$ cat src/rtl/alu_secuencial_if.sv
// Operand/result bundle for the sequential ALU.
// The master side issues operations; the slave side executes them.
interface alu_secuencial_if #(
    parameter int N = 8
) ();
    logic [N-1:0] A;
    logic [N-1:0] B;
    logic [2:0]   selector;
    logic         operacion;
    logic         start;
    logic [N-1:0] out;
    logic         cout;
    logic         zero;
    logic         negativo;
    logic         overflow;
    logic         ocupado;
    logic         listo;

    modport master (
        output A, B, selector, operacion, start,
        input  out, cout, zero, negativo, overflow, ocupado, listo
    );

    modport slave (
        input  A, B, selector, operacion, start,
        output out, cout, zero, negativo, overflow, ocupado, listo
    );
endinterface

$ cat src/rtl/alu_secuencial.sv
// Clocked ALU: single-cycle logic/add/sub/shift, bit-serial MUL/DIV/MOD.
// Results and flags are registered and only change with listo.
module alu_secuencial #(
    parameter int N = 8
) (
    input  logic             clk,
    input  logic             rst,
    alu_secuencial_if.slave  bus
);
    localparam int SW = $clog2(N);
    localparam int CW = $clog2(N);
    localparam logic [CW-1:0] LAST = CW'(N - 1);
    localparam logic [N-1:0]  ONE  = N'(1);

    typedef enum logic {
        S_IDLE,
        S_CALC
    } state_t;

    state_t         r_state;
    logic [CW-1:0]  r_cnt;
    logic [N-1:0]   r_a;
    logic [N-1:0]   r_b;
    logic [1:0]     r_mop;
    logic [2*N-1:0] r_acc;
    logic [N-1:0]   r_rem;
    logic [N-1:0]   r_q;

    logic [N-1:0]   r_out;
    logic           r_cout;
    logic           r_zero;
    logic           r_neg;
    logic           r_ovf;
    logic           r_ocupado;
    logic           r_listo;

    logic [SW-1:0]  w_sh;
    logic           w_multi;
    logic [N-1:0]   w_x;
    logic [N-1:0]   w_y;
    logic           w_cin;
    logic [N:0]     w_sum;
    logic [N-1:0]   w_res;
    logic           w_c;
    logic           w_v;
    logic           w_upd_out;

    logic [2*N-1:0] w_prod_nxt;
    logic           w_ge;
    logic [N-1:0]   w_diff;
    logic [N-1:0]   w_rem_nxt;
    logic [N-1:0]   w_q_nxt;
    logic [N-1:0]   w_fres;
    logic           w_fc;
    logic           w_fv;

    assign w_sh    = bus.B[SW-1:0];
    assign w_multi = bus.operacion &&
                     (bus.selector == 3'b100 ||
                      bus.selector == 3'b101 ||
                      bus.selector == 3'b110);

    // Single-cycle datapath; SUB/DEC/CMP add the inverted operand plus one
    always_comb begin
        w_x       = bus.A;
        w_y       = '0;
        w_cin     = 1'b0;
        w_res     = '0;
        w_c       = 1'b0;
        w_v       = 1'b0;
        w_upd_out = 1'b1;
        w_sum     = '0;
        if (!bus.operacion) begin
            case (bus.selector)
                3'b000:  w_res = bus.A & bus.B;
                3'b001:  w_res = bus.A | bus.B;
                3'b010:  w_res = bus.A ^ bus.B;
                3'b011:  w_res = ~bus.A;
                3'b100:  w_res = bus.A << w_sh;
                3'b101:  w_res = bus.A >> w_sh;
                3'b110:  w_res = ~(bus.A & bus.B);
                default: w_res = ~(bus.A | bus.B);
            endcase
        end else begin
            case (bus.selector)
                3'b000: w_y = bus.B;
                3'b001: begin
                    w_y   = ~bus.B;
                    w_cin = 1'b1;
                end
                3'b010: w_y = ONE;
                3'b011: begin
                    w_y   = ~ONE;
                    w_cin = 1'b1;
                end
                3'b111: begin
                    w_y       = ~bus.B;
                    w_cin     = 1'b1;
                    w_upd_out = 1'b0;
                end
                default: w_y = '0;
            endcase
            w_sum = {1'b0, w_x} + {1'b0, w_y} + {{N{1'b0}}, w_cin};
            w_res = w_sum[N-1:0];
            w_c   = w_sum[N];
            w_v   = (w_x[N-1] == w_y[N-1]) && (w_sum[N-1] != w_x[N-1]);
        end
    end

    // One multiply/divide step per cycle
    always_comb begin
        w_prod_nxt = r_acc;
        if (r_b[r_cnt]) begin
            w_prod_nxt = r_acc + ({{N{1'b0}}, r_a} << r_cnt);
        end
        w_ge      = {r_rem, r_q[N-1]} >= {1'b0, r_b};
        w_diff    = {r_rem[N-2:0], r_q[N-1]} - r_b;
        w_rem_nxt = w_ge ? w_diff : {r_rem[N-2:0], r_q[N-1]};
        w_q_nxt   = {r_q[N-2:0], w_ge};
    end

    always_comb begin
        w_fres = w_prod_nxt[N-1:0];
        w_fc   = 1'b0;
        w_fv   = 1'b0;
        case (r_mop)
            2'b00: begin
                w_fres = w_prod_nxt[N-1:0];
                w_fc   = |w_prod_nxt[2*N-1:N];
            end
            2'b01: begin
                w_fres = w_q_nxt;
                w_fv   = (r_b == '0);
            end
            default: begin
                w_fres = w_rem_nxt;
                w_fv   = (r_b == '0);
            end
        endcase
    end

    always_ff @(posedge clk or posedge rst) begin
        if (rst) begin
            r_state   <= S_IDLE;
            r_cnt     <= '0;
            r_a       <= '0;
            r_b       <= '0;
            r_mop     <= '0;
            r_acc     <= '0;
            r_rem     <= '0;
            r_q       <= '0;
            r_out     <= '0;
            r_cout    <= 1'b0;
            r_zero    <= 1'b0;
            r_neg     <= 1'b0;
            r_ovf     <= 1'b0;
            r_ocupado <= 1'b0;
            r_listo   <= 1'b0;
        end else begin
            r_listo <= 1'b0;
            case (r_state)
                S_IDLE: begin
                    if (bus.start) begin
                        if (w_multi) begin
                            r_a       <= bus.A;
                            r_b       <= bus.B;
                            r_mop     <= bus.selector[1:0];
                            r_acc     <= '0;
                            r_rem     <= '0;
                            r_q       <= bus.A;
                            r_cnt     <= '0;
                            r_ocupado <= 1'b1;
                            r_state   <= S_CALC;
                        end else begin
                            if (w_upd_out) begin
                                r_out <= w_res;
                            end
                            r_cout  <= w_c;
                            r_ovf   <= w_v;
                            r_zero  <= (w_res == '0);
                            r_neg   <= w_res[N-1];
                            r_listo <= 1'b1;
                        end
                    end
                end
                default: begin
                    r_acc <= w_prod_nxt;
                    r_rem <= w_rem_nxt;
                    r_q   <= w_q_nxt;
                    r_cnt <= r_cnt + 1'b1;
                    if (r_cnt == LAST) begin
                        r_out     <= w_fres;
                        r_cout    <= w_fc;
                        r_ovf     <= w_fv;
                        r_zero    <= (w_fres == '0);
                        r_neg     <= w_fres[N-1];
                        r_listo   <= 1'b1;
                        r_ocupado <= 1'b0;
                        r_cnt     <= '0;
                        r_state   <= S_IDLE;
                    end
                end
            endcase
        end
    end

    assign bus.out      = r_out;
    assign bus.cout     = r_cout;
    assign bus.zero     = r_zero;
    assign bus.negativo = r_neg;
    assign bus.overflow = r_ovf;
    assign bus.ocupado  = r_ocupado;
    assign bus.listo    = r_listo;
endmodule

$ cat src/flat_wrapper.sv
// flat-port wrapper written by rule: the top's interface ports become plain ports
module alu_secuencial_flat 
#(
    parameter int N = 8
)
  (clk, rst, bus_A, bus_B, bus_selector, bus_operacion, bus_start, bus_out, bus_cout, bus_zero, bus_negativo, bus_overflow, bus_ocupado, bus_listo);
  alu_secuencial_if #(.N(N)) bus_i ();
  input  logic clk;
  input  logic rst;
  input wire logic [$bits(bus_i.A)-1:0] bus_A;
  input wire logic [$bits(bus_i.B)-1:0] bus_B;
  input wire logic [$bits(bus_i.selector)-1:0] bus_selector;
  input wire logic [$bits(bus_i.operacion)-1:0] bus_operacion;
  input wire logic [$bits(bus_i.start)-1:0] bus_start;
  output wire logic [$bits(bus_i.out)-1:0] bus_out;
  output wire logic [$bits(bus_i.cout)-1:0] bus_cout;
  output wire logic [$bits(bus_i.zero)-1:0] bus_zero;
  output wire logic [$bits(bus_i.negativo)-1:0] bus_negativo;
  output wire logic [$bits(bus_i.overflow)-1:0] bus_overflow;
  output wire logic [$bits(bus_i.ocupado)-1:0] bus_ocupado;
  output wire logic [$bits(bus_i.listo)-1:0] bus_listo;
  assign bus_i.A = bus_A;
  assign bus_i.B = bus_B;
  assign bus_i.selector = bus_selector;
  assign bus_i.operacion = bus_operacion;
  assign bus_i.start = bus_start;
  assign bus_out = bus_i.out;
  assign bus_cout = bus_i.cout;
  assign bus_zero = bus_i.zero;
  assign bus_negativo = bus_i.negativo;
  assign bus_overflow = bus_i.overflow;
  assign bus_ocupado = bus_i.ocupado;
  assign bus_listo = bus_i.listo;
  alu_secuencial #(.N(N)) u_core (.clk(clk), .rst(rst), .bus(bus_i));
endmodule
$ cat config.mk
export PLATFORM = sky130hd
export DESIGN_NAME = alu_secuencial_flat
export DESIGN_NICKNAME = d
export VERILOG_FILES = /design/src/rtl/alu_secuencial_if.sv /design/src/rtl/alu_secuencial.sv /design/src/flat_wrapper.sv
export SDC_FILE = /design/constraint.sdc
export NUM_CORES = 1
export LEC_CHECK = 0
export CORE_ASPECT_RATIO = 0.9
export CORE_UTILIZATION = 65
export DETAILED_ROUTE_END_ITERATION = 16
export PLACE_DENSITY = 0.89
export SETUP_SLACK_MARGIN = 0.02
export SYNTH_ARGS = -nofsm -noshare
export SYNTH_HDL_FRONTEND = slang
export SYNTH_SLANG_ARGS = --single-unit
export TNS_END_PERCENT = 1
$ cat constraint.sdc
create_clock -name clk -period 5.2 [get_ports clk]
set_clock_uncertainty 0.1 [all_clocks]
set_input_delay 1.04 -clock clk [delete_from_list [all_inputs] [get_ports clk]]
set_output_delay 1.04 -clock clk [all_outputs]
set_load 0.05 [all_outputs]
* Word level (Yosys, flattened, before mapping)
Cells that the tools add are included.
Word-level totals: register bits 68, input port bits 23, output and inout port bits 14, word-level logic and storage cells 129
Cells by class: $add $sub $neg 5, magnitude comparators 2, equality and inequality tests 13, shifts and indexed selects 3, muxes and demuxes 63, bitwise logic cells 8, reduce and logical (&&, ||, !) cells 20
Operators with widths (number):
- $mux 8 | 14
- $mux 16 | 4
- $pmux 8 s7 | 1
- $mux 1 | 37
- $not 8->8 | 4
- $pmux 8 s4 | 1
- $logic_not 8->1 | 3
- $add 16x16->16 | 1
- $pmux 8 s2 | 1
- $shl 8x3->16 | 1
- $eq 3x3->1 const B | 5
- $mux 3 | 4
- $add 8x8->9 | 1
- $add 9x1->9 | 1
- $ge 9x8->1 | 1
- $reduce_and 3->1 | 3
- $and 8x8->8 | 1
- $or 8x8->8 | 1
- $reduce_or 8->1 | 1
- $shl 8x3->8 | 1
- $shr 8x3->8 | 1
- $sub 8x8->8 | 1
- $xor 8x8->8 | 1
- $eq 3x2->1 const B | 2
- 19 further kinds | 23

* Longest topological paths before layout
Gate-level depths: netlist (run 1).
depth after elaboration 12, gate-level depth with buffers 16, depth with buffers taken out 15

* Worst setup path after synthesis (run 1)
Ideal clock, no wire load.
path type input to register, start input port bus_selector[2], end register u_core.r_zero (netlist: u_core.bus.zero), library setup time 0.090 ns, data arrival time 4.230 ns, data required time 5.010 ns, path slack 0.779 ns, cell stages on the path 15, buffers on the path 4, cells stage by stage buf_4 -> buf_4 -> clkbuf_1 -> buf_2 -> o21ai_0 -> fa_1 -> fa_1 -> a21o_1 -> a21oi_1 -> nand2b_1 -> a21boi_0 -> xor2_1 -> a22oi_1 -> or4bb_1 -> o221ai_1
On the way: word-level cells in the longest chain between the ends 11, elaborated cells on any way between the ends 27, those cells by class 2 x add/sub; 8 x eq/ne; 9 x mux; 8 x reduce/logical
RTL lines:
- start, declared | line flat_wrapper.sv:12 | input wire logic [$bits(bus_i.selector)-1:0] bus_selector;
- $eq 3x1->1 / $eq 3x3->1 (equally long branches) | line alu_secuencial.sv:74, alu_secuencial.sv:85
- $reduce_or 2->1 (no source line)
- $pmux 8 s4 | line alu_secuencial.sv:85 | case (bus.selector)
- $mux 8 | line alu_secuencial.sv:73 | if (!bus.operacion) begin
- $add 8x8->9 | line alu_secuencial.sv:103 | w_sum = {1'b0, w_x} + {1'b0, w_y} + {{N{1'b0}}, w_cin};
- $add 9x1->9 | line alu_secuencial.sv:103
- $mux 8 | line alu_secuencial.sv:73
- $logic_not 8->1 | line alu_secuencial.sv:180 | r_zero <= (w_res == '0);
- $mux 1 | line alu_secuencial.sv:164 | if (w_multi) begin
- $mux 1 | line alu_secuencial.sv:163 | if (bus.start) begin
- $mux 1 | line alu_secuencial.sv:161 | case (r_state)
- end signal, assigned | line alu_secuencial.sv:180
- end signal, assigned | line alu_secuencial.sv:195 | r_zero <= (w_fres == '0);
- end, declared | line alu_secuencial.sv:31 | logic r_zero;
Several ways; a longest one is shown, not always the timed one. The select of a mux whose other input is x is not followed. A chain may end at the register's enable or synchronous reset.

* Worst setup path in the final report (run 1)
start input port bus_B[0], end register u_core.r_zero (netlist: u_core.bus.zero)
On the way: word-level cells in the longest chain between the ends 10, elaborated cells on any way between the ends 18, those cells by class 2 x add/sub; 2 x shift; 7 x mux; 6 x bitwise; 1 x reduce/logical
RTL lines:
- start, declared | line flat_wrapper.sv:11 | input wire logic [$bits(bus_i.B)-1:0] bus_B;
- $not 8->8 | line alu_secuencial.sv:88, alu_secuencial.sv:97
- $pmux 8 s4 | line alu_secuencial.sv:85
- $mux 8 | line alu_secuencial.sv:73
- $add 8x8->9 | line alu_secuencial.sv:103
- $add 9x1->9 | line alu_secuencial.sv:103
- $mux 8 (*) | line alu_secuencial.sv:73
- $logic_not 8->1 (*) | line alu_secuencial.sv:180
- $mux 1 (*) | line alu_secuencial.sv:164
- $mux 1 (*) | line alu_secuencial.sv:163
- $mux 1 (*) | line alu_secuencial.sv:161
Every way passes the cells marked *; elsewhere a longest branch is shown, timed or not. The select of a mux whose other input is x is not followed.

==> tab_implementation.tex, run 1 <==
\begin{tabular}{lr}
\hline
Metric & Value \\
\hline
\multicolumn{2}{l}{\textbf{Critical path}} \\
Crit path max-delay cell type & clkdlybuf4s50\_1 \\
Worst setup EP type & flop \\
Critical path cell sequence & clkdlybuf4s50\_1, nor2\_1, o21ai\_0, o21ai\_0, fa\_1, fa\_1, a21o\_1, a21oi\_1, nand2b\_1, a21boi\_0, xor2\_1, a22oi\_1, or4bb\_1, o221ai\_1 \\
Worst stage delay on the critical path & roughly 0.66 ns \\
Data arrival time of the critical path & around 4.8 ns \\
Category of the most critical setup path & in2reg \\
Element type at the critical path start & input port \\
Worst path bufs/invs & 1 \\
Maximum fanout along the worst path & 8 \\
Category of cells accounting for the largest share of critical-path delay & compound AO/OA/AOI/OAI gates \\
Flop-to-flop setup slack & 1.19 ns \\
CP required & 5.36 ns \\
\multicolumn{2}{l}{\textbf{Place}} \\
Post-place instance area & between 0.006 and 0.007 sq mm \\
Detailed placer's ending HPWL & about 14000 um \\
Place WS & approximately 0.36 ns \\
Cell total after placement & between 900 and 1000 \\
Input/output buffers & 36 \\
Routability congestion estimate & 1.022 \\
\multicolumn{2}{l}{\textbf{Logic synthesis}} \\
Net count after synthesis & about 860 \\
Number of different library cells in the post-synthesis netlist & 66 \\
Per-instance average area after synthesis & between 8 and 9 sq um \\
Post-synth EDFFs & 0 \\
Number of instances in the synthesized netlist & between 700 and 800 \\
Async set-reset flop share out of synthesis & 100.0\% \\
Synth Warn \# & 0 \\
Post-Synthesis Cell Area & approximately 0.0063 sq mm \\
Post-synthesis sequential area ratio & approximately 27\% \\
Synth Register Bits & just under 70 \\
Dominant register cell in the synthesized netlist & dfrtp\_1 \\
\multicolumn{2}{l}{\textbf{Clock network}} \\
Setup repair bufs after CTS & 0 \\
Number of CTS-inserted buffers & 9 \\
Number of gates resized after CTS & 0 \\
H-Tree Level Count & 3 \\
Clock root buffer & clkbuf\_8 \\
Total number of clock tree sinks & a little under 70 \\
CTS Hold Bufs & 0 \\
Clk Latency, worst-skew pair & $\sim$0.35 ns \\
Register clock-pin slew on the reported worst setup and hold paths & around 0.080 ns \\
Clock tree from TritonCTS & done \\
Clock tree buffer depth & 2 \\
\multicolumn{2}{l}{\textbf{Power}} \\
Total power after layout & 4.550 mW \\
Maximum resistive drop on vdd & about 0.49 mV \\
Power density over the cells & 647.2 mW/mm\^{}2 \\
Leak & around 3.1 nW \\
\multicolumn{2}{l}{\textbf{GRT}} \\
Pin count of the biggest net entering global routing & between 60 and 70 \\
Number of antenna violations at the first check in global routing & 0 \\
Via count of the first global-routing pass & a little under 6000 \\
Global route total overflow & 0 \\
Global-route wire length before repair & a little over 30000 um \\
Global router's overall resource usage & about two fifths \\
\multicolumn{2}{l}{\textbf{STA}} \\
Final setup violation count & 0 \\
Slew Limit Fails & 0 \\
Total negative slack for setup checks & 0 ns \\
Unrepaired setup endpoints after global routing & false \\
Relative slew slack & between 30\% and 40\% \\
Fmax & roughly 220 MHz \\
Final WS setup & $\sim$0.61 ns \\
Fin crit period & around 4.6 ns \\
Slew @ Worst Pin & between 0.9 and 1 ns \\
Crit share post-route & between 80 and 90\% \\
Hold Violations, Final & 0 \\
\multicolumn{2}{l}{\textbf{Routing}} \\
Routed wire length & between 15000 and 20000 um \\
Initial drt markers & 765 \\
Via count normalized by instance count & between 6 and 7 \\
Routed length per placed instance & about 21 um \\
DR DRC count & 0 \\
Vias & around 6300 \\
Pre-Repair DR Iteration Count & 8 \\
Final antenna-violating net count & 0 \\
\multicolumn{2}{l}{\textbf{Die}} \\
Initial core utilization & 68.35\% \\
Vertical extent of the die & 95.77 um \\
Core Region & 0.009290 sq mm \\
Die area & 0.01017 sq mm \\
Die extent in x & 106.2 um \\
Cell row count & 33 \\
Count of pins on the block boundary & 37 \\
\multicolumn{2}{l}{\textbf{Finish}} \\
Final Instance Count excl. Fillers & 927 \\
Share of post-route cells with drive strength above 1 & 8.199\% \\
Area growth, synth to finish & 10.72\% \\
Layout net count & slightly below 900 \\
Commonest cells after routing, fill and taps aside & nand2\_1 (102), o21ai\_0 (81), dfrtp\_1 (68), nor2\_1 (57) \\
Most frequent standard cell in the layout excluding fill and tap cells & nand2\_1 \\
Count of fill cells added during filler insertion & between 600 and 700 \\
N\_diodes & 0 \\
Post-route cell area & $\sim$0.007 sq mm \\
\multicolumn{2}{l}{\textbf{Hold path}} \\
Path type of the worst min-delay path & reg2reg \\
\multicolumn{2}{l}{\textbf{Outcome}} \\
Run status & completed \\
\multicolumn{2}{l}{\textbf{Job}} \\
Number of violations of the max-capacitance limit & 0 \\
\hline
\end{tabular}
## cell families (layout without fill, tap and decap cells)
family | Yosys count | count (layout) | share of synthesized area (%)
AOI/OAI and AO/OA | 253 | 253 | 26.09
xor gates and xnor gates | 20 | 20 | 2.758
DFF | 68 | 68 | 26.80
muxes | 44 | 44 | 9.163
and+or+nand+nor | 236 | 236 | 16.67
adders and majority gates | 60 | 60 | 12.02
buffers and inverters | 98 | 124 | 6.502
## state kept, by name, indices dropped and copies added, names as in the netlist
signal	cells
u_core.bus.listo	1
u_core.r_state	1
u_core.r_b	8
u_core.bus.zero	1
u_core.r_acc	16
u_core.r_cnt	3
u_core.bus.cout	1
u_core.bus.overflow	1
u_core.r_mop	2
u_core.r_rem	8
u_core.bus.ocupado	1
u_core.r_a	8
u_core.r_q	8
u_core.bus.out	8
u_core.bus.negativo	1
## cells in the mapped netlist (all sizes together) (3+ instances only)
cell | number | area, sq um
buf | 16 | 105.1
a31o | 3 | 26.28
o221ai | 6 | 52.55
mux2 | 13 | 146.4
nand3 | 11 | 55.05
a211o | 5 | 43.79
o31ai | 5 | 37.54
nand4 | 3 | 18.77
a2bb2oi | 4 | 35.03
and2 | 6 | 37.54
nand2 | 102 | 382.9
nor2 | 57 | 214.0
xor2 | 10 | 87.58
o21a | 6 | 45.04
dfrtp | 68 | 1702
a211oi | 18 | 135.1
o22ai | 6 | 37.54
clkbuf | 29 | 108.9
nand2b | 9 | 56.30
ha | 49 | 613.1
a221oi | 4 | 35.03
a21boi | 3 | 22.52
a22oi | 7 | 52.55
nor3 | 16 | 80.08
inv | 53 | 198.9
and3 | 6 | 37.54
nor2b | 10 | 62.56
a21o | 6 | 45.04
nor4 | 7 | 43.79
mux2i | 21 | 210.2
o211ai | 6 | 45.04
fa | 4 | 80.08
a21oi | 52 | 260.3
xnor2 | 10 | 87.58
a2111oi | 4 | 53.81
o21ai | 82 | 410.4
mux4 | 10 | 225.2
a31oi | 3 | 18.77
nor3b | 3 | 22.52
o2111ai | 4 | 35.03
a22o | 11 | 96.34
maj3 | 7 | 70.07
## metrics by stage
stage / hold slack [ns] / utilization (%)
after floorplan: 0.3621 / -
after global routing: 0.4284 / 75.68
after CTS: 0.4027 / 75.68
after global placement: 0.3597 / 73.14
after detailed placement: 0.3766 / 73.14
final: 0.3955 / 75.68
## final cells by class
type	instances	area [sq um]	share of cell area (%)
clock buffers	11	151.4	2.153
clock inverters	5	83.83	1.192
inverters	53	198.9	2.830
multi-input cells	613	4239	60.30
flip-flops and latches	68	1702	24.20
well taps	122	152.6	2.171
repair buffers	55	503.0	7.154
## worst paths after layout
check | from | end | depth (start not counted)
worst min register to register | u_core.bus.out[3] | u_core.bus.out[3] | 2
worst max-delay path | bus_B[0] | u_core.bus.zero | 14
worst min-delay path | u_core.bus.out[3] | u_core.bus.out[3] | 2
min in group asynchronous | rst | u_core.r_rem[3] | 3
max in group asynchronous | rst | u_core.bus.out[4] | 3
worst max register to register | u_core.r_cnt[0] | u_core.bus.cout | 12
## worst reg2reg max path, stage by stage, from the launching register on
cell and delay [ns]:
dfrtp_1 0.76, mux2_2 0.42, o21ai_0 0.30, o22ai_1 0.19, ha_1 0.37, nor2_1 0.07, o21ai_0 0.34, o2111ai_1 0.20
a21oi_1 0.21, xor2_1 0.08, mux2_2 0.28, nor4_1 0.38, a41oi_1 0.17
## layer usage
| metal | track usage, % | wire, um | vias up |
|---|---|---|---|
| li1 | - | - | 2871 |
| met1 | 55.15 | 8232 | 2998 |
| met2 | 59.69 | 8373 | 411 |
| met3 | 13.13 | 2410 | 44 |
| met4 | 9.491 | 413 | 0 |
| met5 | 0 | 0 | - |
## power breakdown
| group | switching [mW] | total (mW) | leakage (nW) | internal [mW] |
|---|---|---|---|---|
| Sequential | 0.293 | 1.06 | 0.866 | 0.765 |
| Combinational | 1.81 | 2.97 | 2.15 | 1.16 |
| Clock | 0.225 | 0.522 | 0.112 | 0.297 |
No activity file was read; power rests on OpenSTA's default activity.
==> run 2: changes to the inputs <==
--- a/config.mk
+++ b/config.mk
@@ -6,9 +6,9 @@
 export NUM_CORES = 1
 export LEC_CHECK = 0
 export CORE_ASPECT_RATIO = 0.9
-export CORE_UTILIZATION = 65
+export CORE_UTILIZATION = 61
 export DETAILED_ROUTE_END_ITERATION = 16
-export PLACE_DENSITY = 0.89
+export PLACE_DENSITY = 0.84
 export SETUP_SLACK_MARGIN = 0.02
 export SYNTH_ARGS = -nofsm -noshare
 export SYNTH_HDL_FRONTEND = slang
==> constraint.sdc (replaced) <==
create_clock -name clk -period 5 [get_ports clk]
set_clock_uncertainty 0.1 [all_clocks]
set_input_delay 1 -clock clk [delete_from_list [all_inputs] [get_ports clk]]
set_output_delay 1 -clock clk [all_outputs]
set_load 0.05 [all_outputs]
==> run 2 against run 1 <==
  * Clock-buffer cell count rose by 1
  * Register-to-register slack got worse by 0.14 ns
  * Clock power rose by 15%
  * Power rose by 5.6%
  * Non-clock buffer count rose by 1
  * Hold slack got worse by 0.013 ns
  * Die area rose by 6.4%
  * First-iteration DRC count fell by 0.65%
  * Utilization fell by 3.9 points
  * Sequential share of layout area fell by 0.20 points
  * Critical path type unchanged
  * Largest cell class unchanged
  * Highest routed layer unchanged
==> tab_implementation.tex, run 2 (synthesis results as in run 1) <==
\begin{tabular}{lr}
\hline
Metric & Value \\
\hline
\multicolumn{2}{l}{\textbf{Routing}} \\
Via count normalized by instance count & approximately 6.8 \\
Initial drt markers & 760 \\
Final antenna-violating net count & 0 \\
Routed length per placed instance & 21.28 um \\
DR DRC count & 0 \\
Pre-Repair DR Iteration Count & 6 \\
Vias & between 6000 and 7000 \\
Routed wire length & approximately 20000 um \\
\multicolumn{2}{l}{\textbf{Die}} \\
Die extent in x & around 110 um \\
Count of pins on the block boundary & 37 \\
Core Region & approximately 0.0099 sq mm \\
Vertical extent of the die & about 99 um \\
Die area & between 0.01 and 0.015 sq mm \\
Cell row count & 34 \\
Initial core utilization & $\sim$64\% \\
\multicolumn{2}{l}{\textbf{Finish}} \\
Share of post-route cells with drive strength above 1 & $\sim$8.2\% \\
Register with the most flip-flops & u\_core.r\_acc \\
Post-route cell area & slightly above 0.007 sq mm \\
Layout net count & 877 \\
Number of flip-flops under the largest register name & 16 \\
Final Instance Count excl. Fillers & 932 \\
Most frequent standard cell in the layout excluding fill and tap cells & nand2\_1 \\
Count of fill cells added during filler insertion & 777 \\
Area taken by flip-flops and latches & roughly 0.0017 sq mm \\
Final core utilization & approximately 72\% \\
Area of combinational cells with multiple inputs & 0.004239 sq mm \\
Commonest cells after routing, fill and taps aside & nand2\_1 (102), o21ai\_0 (81), dfrtp\_1 (68), nor2\_1 (57) \\
Area growth, synth to finish & 11.63\% \\
N\_diodes & 0 \\
\multicolumn{2}{l}{\textbf{GRT}} \\
Global-route track usage on met2 & a little under three fifths \\
Peak-usage layer in the global routing report & met1 \\
Global router's overall resource usage & about 39\% \\
Global-route met3 utilization & 12.83\% \\
Met1 usage in global routing & a little under three fifths \\
Pin count of the biggest net entering global routing & 44 \\
Global-route wire length before repair & 32110 um \\
Via count of the first global-routing pass & 6009 \\
Number of antenna violations at the first check in global routing & 0 \\
Global route total overflow & 0 \\
\multicolumn{2}{l}{\textbf{Place}} \\
Cell total after placement & between 900 and 1000 \\
Post-place instance area & 0.006808 sq mm \\
Routability congestion estimate & a little under 1 \\
Detailed placer's ending HPWL & approximately 15000 um \\
Input/output buffers & 36 \\
\multicolumn{2}{l}{\textbf{STA}} \\
Final setup violation count & 0 \\
Slew Limit Fails & 0 \\
Unrepaired setup endpoints after global routing & false \\
Fmax & 225.4 MHz \\
Slew @ Worst Pin & 1.038 ns \\
Total negative slack for setup checks & 0 ns \\
Crit share post-route & between 80 and 90\% \\
Relative slew slack & 30.83\% \\
Hold Violations, Final & 0 \\
Fin crit period & between 4 and 5 ns \\
\multicolumn{2}{l}{\textbf{Critical path}} \\
Category of the most critical setup path & in2reg \\
End point of the critical path & u\_core.bus.zero \\
Flop-to-flop setup slack & between 1 and 1.5 ns \\
Maximum fanout along the worst path & 6 \\
CP required & 5.15 ns \\
Element type at the critical path start & input port \\
Reg-to-reg critical path startpoint & u\_core.r\_cnt[0] \\
Worst setup EP type & flop \\
Terminus of the critical flop-to-flop path & u\_core.bus.cout \\
Start point of the critical path & bus\_selector[0] \\
Data arrival time of the critical path & between 4 and 5 ns \\
Cell depth of the worst flop-to-flop path & 12 \\
\multicolumn{2}{l}{\textbf{Power}} \\
Maximum resistive drop on vdd & around 0.66 mV \\
Leak & 3.162 nW \\
Total power after layout & around 4.8 mW \\
Power density over the cells & between 600 and 700 mW/mm\^{}2 \\
\multicolumn{2}{l}{\textbf{Clock network}} \\
Clock tree buffer depth & 2 \\
Total number of clock tree sinks & between 60 and 70 \\
Clock root buffer & clkbuf\_16 \\
Clk Latency, worst-skew pair & 0.34 ns \\
CTS Hold Bufs & 0 \\
Clock tree from TritonCTS & done \\
Setup repair bufs after CTS & 0 \\
Number of CTS-inserted buffers & 9 \\
Number of gates resized after CTS & 0 \\
H-Tree Level Count & 3 \\
Register clock-pin slew on the reported worst setup and hold paths & 0.05 ns \\
\multicolumn{2}{l}{\textbf{Job}} \\
Number of violations of the max-capacitance limit & 0 \\
\multicolumn{2}{l}{\textbf{Hold path}} \\
Path type of the worst min-delay path & reg2reg \\
Hold path startpoint & u\_core.bus.out[3] \\
\multicolumn{2}{l}{\textbf{Outcome}} \\
Run status & completed \\
\hline
\end{tabular}
==> run 2: changes by cell type in the layout (fill, tap and decap cells not counted), sizes merged <==
| cell | delta |
|---|---|
| buf | +1 |
| bufinv | -2 |
| clkbuf | +1 |
| clkinv | +3 |
| clkinvlp | -2 |
==> run 2: how the worst min path moves through the flow <==
stage	cells past startpoint	endpoint
detailed placement	1	u_core.bus.out[0]
global placement	2	u_core.bus.out[3]
floorplan	2	u_core.r_a[5]
global route	2	u_core.bus.out[3]
CTS	2	u_core.bus.out[3]
finish	2	u_core.bus.out[3]
==> run 2: final cells by class <==
class | instances | share of cell area [%]
Multi-Input combinational cell | 613 | 59.81
Tap cell | 126 | 2.224
Inverter | 53 | 2.807
Sequential cell | 68 | 24.01
Timing Repair Buffer | 56 | 7.202
Clock inverter | 4 | 0.3354
Clock buffer | 12 | 3.619
==> run 2: metal layers <==
metal,part of all wire (%),vias to the layer above
met1,42,2990
met5,0,-
met4,2.5,0
met3,13,58
li1,-,2872
met2,42,406
==> run 2: power by group <==
part	leakage (nW)	switching [mW]	internal, mW	total [mW]
registers	0.866	0.326	0.798	1.12
logic	2.15	1.87	1.21	3.08
clock network	0.142	0.239	0.361	0.600
==> run 2: per-stage QoR <==
| stage | hold WS [ns] | setup slack (ns) |
|---|---|---|
| after floorplan | 0.3621 | 0.6194 |
| after global placement | 0.3522 | 0.4358 |
| after detailed placement | 0.3706 | 0.2986 |
| after CTS | 0.3905 | 0.6356 |
| after global routing | 0.4107 | 0.4093 |
| final | 0.3826 | 0.5636 |
==> run 2: worst max-delay path, stage by stage <==
cell	delay, ns
clkdlybuf4s50_1	0.50
nand2_1	0.16
nor2_1	0.05
o21ai_0	0.15
o21ai_0	0.19
fa_1	0.48
fa_1	0.42
a21o_1	0.17
a21oi_1	0.21
nand2b_1	0.16
a21boi_0	0.12
xor2_1	0.16
a22oi_1	0.24
or4bb_1	0.50
o221ai_1	0.08
